<file path="src/rtl/clkwiz_reconfig_sequencer_if.sv">
// AXI4-Lite write-channel bundle between the reconfig sequencer (master) and the clk_wiz slave.
// Valid/ready: a beat transfers on a rising edge where valid and ready are both high; valid is held until then.
interface clkwiz_reconfig_sequencer_if #(
  parameter int ADDR_W = 11
) ();
  logic [ADDR_W-1:0] s_axi_awaddr;
  logic              s_axi_awvalid;
  logic              s_axi_awready;
  logic [31:0]       s_axi_wdata;
  logic [3:0]        s_axi_wstrb;
  logic              s_axi_wvalid;
  logic              s_axi_wready;
  logic [1:0]        s_axi_bresp;
  logic              s_axi_bvalid;
  logic              s_axi_bready;

  modport master (
    output s_axi_awaddr, s_axi_awvalid, s_axi_wdata, s_axi_wstrb, s_axi_wvalid, s_axi_bready,
    input  s_axi_awready, s_axi_wready, s_axi_bresp, s_axi_bvalid
  );

  modport slave (
    input  s_axi_awaddr, s_axi_awvalid, s_axi_wdata, s_axi_wstrb, s_axi_wvalid, s_axi_bready,
    output s_axi_awready, s_axi_wready, s_axi_bresp, s_axi_bvalid
  );
endinterface

</file>
<file path="src/rtl/clkwiz_reconfig_sequencer.sv">
// Writes cfg0, cfg1 and the load command to clk_wiz over AXI4-Lite, then supervises unlock/relock.
// A one-deep pending slot holds the newest request that arrives while a sequence is running.
module clkwiz_reconfig_sequencer #(
  parameter int                ADDR_W       = 11,
  parameter logic [ADDR_W-1:0] ADDR_CFG0    = 11'h200,
  parameter logic [ADDR_W-1:0] ADDR_CFG1    = 11'h208,
  parameter logic [ADDR_W-1:0] ADDR_LOAD    = 11'h25C,
  parameter logic [31:0]       LOAD_VALUE   = 32'h00000003,
  parameter int                LOCK_TIMEOUT = 65535
) (
  input  logic        sysclk,
  input  logic        reset,
  input  logic        NewDataReady_in,
  input  logic [31:0] cfg0_in,
  input  logic [31:0] cfg1_in,
  input  logic        locked_in,
  clkwiz_reconfig_sequencer_if.master axi,
  output logic        busy_out,
  output logic        done_out,
  output logic [1:0]  err_out,
  output logic [2:0]  stateDbg
);
  localparam int CNT_W = $clog2(LOCK_TIMEOUT + 1);

  typedef enum logic [2:0] {
    IDLE        = 3'd0,
    ISSUE       = 3'd1,
    WAIT_B      = 3'd2,
    WAIT_UNLOCK = 3'd3,
    WAIT_LOCK   = 3'd4,
    DONE        = 3'd5
  } state_t;

  state_t            stateQ, stateD;
  logic [1:0]        idxQ, idxD;
  logic [31:0]       cfg0Q, cfg0D, cfg1Q, cfg1D;
  logic [31:0]       pend0Q, pend0D, pend1Q, pend1D;
  logic              pendingQ, pendingD;
  logic [1:0]        errQ, errD;
  logic [CNT_W-1:0]  cntQ, cntD;
  logic              awvalidQ, awvalidD, wvalidQ, wvalidD;
  logic              awDoneQ, awDoneD, wDoneQ, wDoneD;
  logic [ADDR_W-1:0] awaddrQ, awaddrD;
  logic [31:0]       wdataQ, wdataD;

  logic              awHs, wHs, timeoutHit;
  logic [CNT_W-1:0]  cntInc;

  assign awHs       = awvalidQ & axi.s_axi_awready;
  assign wHs        = wvalidQ & axi.s_axi_wready;
  // Fires on the cycle whose increment lands on LOCK_TIMEOUT, so each wait state lasts at most LOCK_TIMEOUT cycles.
  assign timeoutHit = (cntQ == CNT_W'(LOCK_TIMEOUT - 1));
  assign cntInc     = (cntQ == CNT_W'(LOCK_TIMEOUT)) ? cntQ : cntQ + CNT_W'(1);

  always_comb begin
    stateD   = stateQ;
    idxD     = idxQ;
    cfg0D    = cfg0Q;
    cfg1D    = cfg1Q;
    pend0D   = pend0Q;
    pend1D   = pend1Q;
    pendingD = pendingQ;
    errD     = errQ;
    cntD     = cntQ;
    awvalidD = awvalidQ;
    wvalidD  = wvalidQ;
    awDoneD  = awDoneQ;
    wDoneD   = wDoneQ;
    awaddrD  = awaddrQ;
    wdataD   = wdataQ;

    if (NewDataReady_in && stateQ != IDLE) begin
      pend0D   = cfg0_in;
      pend1D   = cfg1_in;
      pendingD = 1'b1;
    end

    case (stateQ)
      IDLE: begin
        if (NewDataReady_in) begin
          cfg0D    = cfg0_in;
          cfg1D    = cfg1_in;
          idxD     = 2'd0;
          errD     = 2'b00;
          pendingD = 1'b0;
          stateD   = ISSUE;
        end else if (pendingQ) begin
          cfg0D    = pend0Q;
          cfg1D    = pend1Q;
          idxD     = 2'd0;
          errD     = 2'b00;
          pendingD = 1'b0;
          stateD   = ISSUE;
        end
      end
      ISSUE: begin
        if (awHs) begin
          awvalidD = 1'b0;
          awDoneD  = 1'b1;
        end
        if (wHs) begin
          wvalidD = 1'b0;
          wDoneD  = 1'b1;
        end
        if ((awDoneQ | awHs) && (wDoneQ | wHs)) stateD = WAIT_B;
      end
      WAIT_B: begin
        if (axi.s_axi_bvalid) begin
          if (axi.s_axi_bresp != 2'b00) begin
            errD   = 2'b01;
            stateD = DONE;
          end else if (idxQ < 2'd2) begin
            idxD   = idxQ + 2'd1;
            stateD = ISSUE;
          end else begin
            cntD   = '0;
            stateD = WAIT_UNLOCK;
          end
        end
      end
      WAIT_UNLOCK: begin
        cntD = cntInc;
        if (!locked_in) begin
          cntD   = '0;
          stateD = WAIT_LOCK;
        end else if (timeoutHit) begin
          errD   = 2'b10;
          stateD = DONE;
        end
      end
      WAIT_LOCK: begin
        cntD = cntInc;
        if (locked_in) begin
          errD   = 2'b00;
          stateD = DONE;
        end else if (timeoutHit) begin
          errD   = 2'b10;
          stateD = DONE;
        end
      end
      DONE:    stateD = IDLE;
      default: stateD = IDLE;
    endcase

    // Payload is loaded on the edge that enters ISSUE so it is valid in the first ISSUE cycle.
    if (stateD == ISSUE && stateQ != ISSUE) begin
      awvalidD = 1'b1;
      wvalidD  = 1'b1;
      awDoneD  = 1'b0;
      wDoneD   = 1'b0;
      case (idxD)
        2'd0: begin
          awaddrD = ADDR_CFG0;
          wdataD  = cfg0D;
        end
        2'd1: begin
          awaddrD = ADDR_CFG1;
          wdataD  = cfg1D;
        end
        default: begin
          awaddrD = ADDR_LOAD;
          wdataD  = LOAD_VALUE;
        end
      endcase
    end
  end

  always_ff @(posedge sysclk or negedge reset) begin
    if (!reset) begin
      stateQ   <= IDLE;
      idxQ     <= 2'd0;
      cfg0Q    <= '0;
      cfg1Q    <= '0;
      pend0Q   <= '0;
      pend1Q   <= '0;
      pendingQ <= 1'b0;
      errQ     <= 2'b00;
      cntQ     <= '0;
      awvalidQ <= 1'b0;
      wvalidQ  <= 1'b0;
      awDoneQ  <= 1'b0;
      wDoneQ   <= 1'b0;
      awaddrQ  <= '0;
      wdataQ   <= '0;
    end else begin
      stateQ   <= stateD;
      idxQ     <= idxD;
      cfg0Q    <= cfg0D;
      cfg1Q    <= cfg1D;
      pend0Q   <= pend0D;
      pend1Q   <= pend1D;
      pendingQ <= pendingD;
      errQ     <= errD;
      cntQ     <= cntD;
      awvalidQ <= awvalidD;
      wvalidQ  <= wvalidD;
      awDoneQ  <= awDoneD;
      wDoneQ   <= wDoneD;
      awaddrQ  <= awaddrD;
      wdataQ   <= wdataD;
    end
  end

  assign axi.s_axi_awaddr  = awaddrQ;
  assign axi.s_axi_awvalid = awvalidQ;
  assign axi.s_axi_wdata   = wdataQ;
  assign axi.s_axi_wstrb   = 4'hF;
  assign axi.s_axi_wvalid  = wvalidQ;
  assign axi.s_axi_bready  = (stateQ == WAIT_B);

  assign busy_out = (stateQ != IDLE);
  assign done_out = (stateQ == DONE);
  assign err_out  = errQ;
  assign stateDbg = stateQ;
endmodule

</file>
<file path="src/flat_wrapper.sv">
// flat-port wrapper written by rule: the top's interface ports become plain ports
module clkwiz_reconfig_sequencer_flat 
#(
  parameter int                ADDR_W       = 11,
  parameter logic [ADDR_W-1:0] ADDR_CFG0    = 11'h200,
  parameter logic [ADDR_W-1:0] ADDR_CFG1    = 11'h208,
  parameter logic [ADDR_W-1:0] ADDR_LOAD    = 11'h25C,
  parameter logic [31:0]       LOAD_VALUE   = 32'h00000003,
  parameter int                LOCK_TIMEOUT = 65535
)
  (sysclk, reset, NewDataReady_in, cfg0_in, cfg1_in, locked_in, busy_out, done_out, err_out, stateDbg, axi_s_axi_awaddr, axi_s_axi_awvalid, axi_s_axi_wdata, axi_s_axi_wstrb, axi_s_axi_wvalid, axi_s_axi_bready, axi_s_axi_awready, axi_s_axi_wready, axi_s_axi_bresp, axi_s_axi_bvalid);
  clkwiz_reconfig_sequencer_if #(.ADDR_W(ADDR_W)) axi_i ();
  input  logic sysclk;
  input  logic reset;
  input  logic NewDataReady_in;
  input  logic [31:0] cfg0_in;
  input  logic [31:0] cfg1_in;
  input  logic locked_in;
  output logic busy_out;
  output logic done_out;
  output logic [1:0] err_out;
  output logic [2:0] stateDbg;
  output wire logic [$bits(axi_i.s_axi_awaddr)-1:0] axi_s_axi_awaddr;
  output wire logic [$bits(axi_i.s_axi_awvalid)-1:0] axi_s_axi_awvalid;
  output wire logic [$bits(axi_i.s_axi_wdata)-1:0] axi_s_axi_wdata;
  output wire logic [$bits(axi_i.s_axi_wstrb)-1:0] axi_s_axi_wstrb;
  output wire logic [$bits(axi_i.s_axi_wvalid)-1:0] axi_s_axi_wvalid;
  output wire logic [$bits(axi_i.s_axi_bready)-1:0] axi_s_axi_bready;
  input wire logic [$bits(axi_i.s_axi_awready)-1:0] axi_s_axi_awready;
  input wire logic [$bits(axi_i.s_axi_wready)-1:0] axi_s_axi_wready;
  input wire logic [$bits(axi_i.s_axi_bresp)-1:0] axi_s_axi_bresp;
  input wire logic [$bits(axi_i.s_axi_bvalid)-1:0] axi_s_axi_bvalid;
  assign axi_s_axi_awaddr = axi_i.s_axi_awaddr;
  assign axi_s_axi_awvalid = axi_i.s_axi_awvalid;
  assign axi_s_axi_wdata = axi_i.s_axi_wdata;
  assign axi_s_axi_wstrb = axi_i.s_axi_wstrb;
  assign axi_s_axi_wvalid = axi_i.s_axi_wvalid;
  assign axi_s_axi_bready = axi_i.s_axi_bready;
  assign axi_i.s_axi_awready = axi_s_axi_awready;
  assign axi_i.s_axi_wready = axi_s_axi_wready;
  assign axi_i.s_axi_bresp = axi_s_axi_bresp;
  assign axi_i.s_axi_bvalid = axi_s_axi_bvalid;
  clkwiz_reconfig_sequencer #(.ADDR_W(ADDR_W), .ADDR_CFG0(ADDR_CFG0), .ADDR_CFG1(ADDR_CFG1), .ADDR_LOAD(ADDR_LOAD), .LOAD_VALUE(LOAD_VALUE), .LOCK_TIMEOUT(LOCK_TIMEOUT)) u_core (.sysclk(sysclk), .reset(reset), .NewDataReady_in(NewDataReady_in), .cfg0_in(cfg0_in), .cfg1_in(cfg1_in), .locked_in(locked_in), .axi(axi_i), .busy_out(busy_out), .done_out(done_out), .err_out(err_out), .stateDbg(stateDbg));
endmodule
</file>
<file path="config.mk">
export PLATFORM = sky130hd
export DESIGN_NAME = clkwiz_reconfig_sequencer_flat
export DESIGN_NICKNAME = d
export VERILOG_FILES = /design/src/rtl/clkwiz_reconfig_sequencer_if.sv /design/src/rtl/clkwiz_reconfig_sequencer.sv /design/src/flat_wrapper.sv
export SDC_FILE = /design/constraint.sdc
export NUM_CORES = 1
export LEC_CHECK = 0
export ABC_AREA = 1
export ABC_CLOCK_PERIOD_IN_PS = 4960
export CAP_MARGIN = 20
export CORE_AREA = 2 2 198 161
export DETAILED_ROUTE_END_ITERATION = 10
export DIE_AREA = 0 0 200 163
export SYNTH_ARGS = -nofsm -noshare
export SYNTH_HDL_FRONTEND = slang
export SYNTH_SLANG_ARGS = --single-unit
export TNS_END_PERCENT = 10
</file>
<file path="constraint.sdc">
create_clock -name sysclk -period 4.96 [get_ports sysclk]
set_clock_uncertainty 0.1 [all_clocks]
set_input_delay 0.496 -clock sysclk [delete_from_list [all_inputs] [get_ports sysclk]]
set_output_delay 0.496 -clock sysclk [all_outputs]
set_load 0.02 [all_outputs]
</file>
==> flow_metrics.env <==
export IMPL_synthToLayoutAreaGrowth_pct=23.10
export IMPL_slowest_delay_ps=580
export IMPL_start_util_pct=29.42
export IMPL_period_share_pct=57.15
export IMPL_wl_per_cell_um=16.12
export IMPL_hp_class="input pin to asynchronous set/reset pin"
export IMPL_multiInputGateArea_um2=3575
export IMPL_diodes=0
export IMPL_fill_cells=3117
export IMPL_cts_root_buf="clkbuf_16"
export IMPL_drv_cap=0
export IMPL_finalInstanceArea_um2=11170
export IMPL_place_gp_congestion=0.8167
export IMPL_grt_remaining_overflow=0
export IMPL_via_per_inst=4.661
export IMPL_netlist_instances=1000
export IMPL_synth_xor_area_share_pct=0.5792
export IMPL_r2r_slack_ps=2190
export IMPL_min_period_ps=2835
export IMPL_syn_area_um2=9072
export IMPL_vias=7112
export IMPL_grt_pass1_wl_um=39360
export IMPL_synth_edf_count=0
export IMPL_p_leak_nw=5.316
export IMPL_final_cell_mix="266 x nand2_1, 191 x dfrtp_1, 118 x clkdlybuf4s50_1"
export IMPL_powerDensity_nw_per_um2=668.1
export IMPL_outcome="finished clean"
export IMPL_synth_mux_area_share_pct=7.944
export IMPL_avgSynthCellArea_um2=9.072
export IMPL_synthSimpleGateAreaFrac_pct=19.02
export IMPL_fin_setup_tns_ps=0
export IMPL_io_pins=130
export IMPL_ys_warn_count=0
export IMPL_worstMarginPinSlew_ps=1005
export IMPL_grt_pass1_vias=6970
export IMPL_synthAdderAreaFrac_pct=0.4137
export IMPL_finalHoldViolations=0
export IMPL_clock_latency_ps=440
export IMPL_peakVddDrop_mv=0.3736
export IMPL_synth_ff_type="dfrtp_1"
export IMPL_place_area_um2=10580
export IMPL_critPathLaunchType="input pin"
export IMPL_finish_utilization_pct=36.21
export IMPL_postCtsSetupRepairBufs=0
export IMPL_synth_seq_area_share_pct=52.68
export IMPL_dp_hpwl_um=16800
export IMPL_worstPathRequired_ps=5240
export IMPL_clk_pin_slew_worst_paths_ps=80
export IMPL_synth_top_family_by_area="simple AND/OR/NAND/NOR gates"
export IMPL_max_slew_margin_rel_pct=32.92
export IMPL_fmax_mhz=352.8
export IMPL_grt_max_degree=102
export IMPL_numClockSinks=191
export IMPL_numCtsBuffers=17
export IMPL_cts_max_level=4
export IMPL_rr_worst_depth=12
export IMPL_path_max_fanout=66
export IMPL_track_usage_pct=15.73
export IMPL_setup_viol=0
export IMPL_rsz0062_at_grt="false"
export IMPL_drt_iter0_drc=608
export IMPL_drive_above_1_share_pct=11.75
export IMPL_fp_dieW_um=200
export IMPL_hold_buffers=0
export IMPL_finalMaxSlewViolations=0
export IMPL_mostFrequentLayoutCell="nand2_1"
export IMPL_die_area_um2=32600
export IMPL_yosysUniqueCellTypes=34
export IMPL_critical_path_slowest_cell="buf_4"
export IMPL_first_pass_iters=5
export IMPL_cts_tree="done"
export IMPL_seq_area_um2=4780
export IMPL_rr_startpoint="u_core.cntQ[0]$_DFFE_PN0P_"
export IMPL_routed_wl_um=24600
export IMPL_layout_nets=1169
export IMPL_ctsResizeCount=0
export IMPL_core_um2=30840
export IMPL_antenna_found_initial=1
export IMPL_rr_endpoint="u_core.axi.s_axi_wdata[17]$_DFFE_PN0P_"
export IMPL_crit_chain="clkdlybuf4s50_1 > inv_2 > buf_4 > nand2_2 > buf_4 > o22ai_1 > a21boi_1 > nand3_1 > nand2_1 > nand3_1 > nand2_1"
export IMPL_async_flop_share_pct=100.0
export IMPL_ant_nets=0
export IMPL_clock_path_buffers=2
export IMPL_drc=0
export IMPL_critPathArrivalTime_ps=3110
export IMPL_path_class="input pin to flip-flop"
export IMPL_crit_path_end_kind="flip-flop"
export IMPL_synth_compound_area_share_pct=10.98
export IMPL_synth_seq_cells=191
export IMPL_die_y_um=163
export IMPL_io_buffer_count=119
export IMPL_fp_row_count=58
[final cells by class]
cell class | count | share of cell area [%]
sequential | 191 | 42.80
multi-input combinational | 641 | 32.01
timing repair buffer | 130 | 11.44
tap | 420 | 4.705
clock buffer | 17 | 3.809
inverter | 112 | 3.764
clock inverter | 15 | 1.479
[worst max path at each step]
stage / from / endpoint / slack [ps]
after floorplan: u_core.stateDbg[0]$_DFF_PN0_ / u_core.pend0Q[10]$_DFFE_PN0P_ / 2950
after global placement: locked_in / u_core.axi.s_axi_wdata[26]$_DFFE_PN0P_ / 1710
after detailed placement: locked_in / u_core.axi.s_axi_wdata[25]$_DFFE_PN0P_ / 1670
after CTS: locked_in / u_core.axi.s_axi_wdata[25]$_DFFE_PN0P_ / 2140
after global routing: locked_in / u_core.axi.s_axi_wdata[13]$_DFFE_PN0P_ / 1870
final: NewDataReady_in / u_core.axi.s_axi_wdata[3]$_DFFE_PN0P_ / 2130
[kinds of logic (layout without fill, tap and decap cells)]
kind of cell,count (synthesis),in the layout
other cells,2,10
compound gates,150,150
xor+xnor,6,6
buf+inv,176,274
mux,64,64
flops,191,191
fa+ha+maj,3,3
simple gates,408,408
[sequential cells by signal (all words and copies together), names as in the netlist, 2 cells and up]
name                     flops
u_core.axi.s_axi_wdata      32
u_core.cfg0Q                32
u_core.cfg1Q                32
u_core.pend0Q               32
u_core.pend1Q               32
u_core.cntQ                 16
u_core.axi.s_axi_awaddr      3
u_core.stateDbg              3
u_core.err_out               2
u_core.idxQ                  2
[cell usage after synthesis, types with 9 or more instances]
cell type,instances,share of area [%]
nand2_1,268,11
dfrtp_1,191,53
inv_1,106,4.4
nand3_1,92,5.1
o22ai_1,65,4.5
mux2_2,64,7.9
a22oi_1,30,2.5
a21boi_1,27,2.2
buf_2,26,1.4
nor2_1,26,1.1
clkbuf_1,22,0.91
buf_4,12,0.99
a21oi_1,10,0.55
o21ai_0,9,0.50
[per-stage QoR]
step / hold slack [ps] / std cells / power, W / setup WS [ps]
after floorplan: 100.4 / 1008 / 0.005026 / 2955
after global placement: 354.3 / 1494 / 0.006058 / 1709
after detailed placement: 359.7 / 1494 / 0.006141 / 1669
after CTS: 81.25 / 1526 / 0.007521 / 2135
after global routing: 101.3 / 1526 / 0.008028 / 1868
final: 1.056 / 1526 / 0.007461 / 2125
[metal layers]
| metal | vias to the layer above | global-route usage (%) | wire length, um |
|---|---|---|---|
| met3 | 20 | 3.438 | 936 |
| met2 | 149 | 21.91 | 10360 |
| met4 | 2 | 4.276 | 326 |
| met1 | 3468 | 24.20 | 12960 |
| li1 | 3473 | - | - |
| met5 | - | 0 | 13 |
[power breakdown]
part	internal (W)	switching [W]
sequential	0.00230	0.000366
clock	0.000677	0.000693
combinational	0.00135	0.00207
total	0.00433	0.00313
[critical path, delay by kind of cell]
family	cells	cell delay, ps
buf+inv	4	1470
simple gates	5	600
compound gates	2	540
No activity file was read; power rests on OpenSTA's default activity.
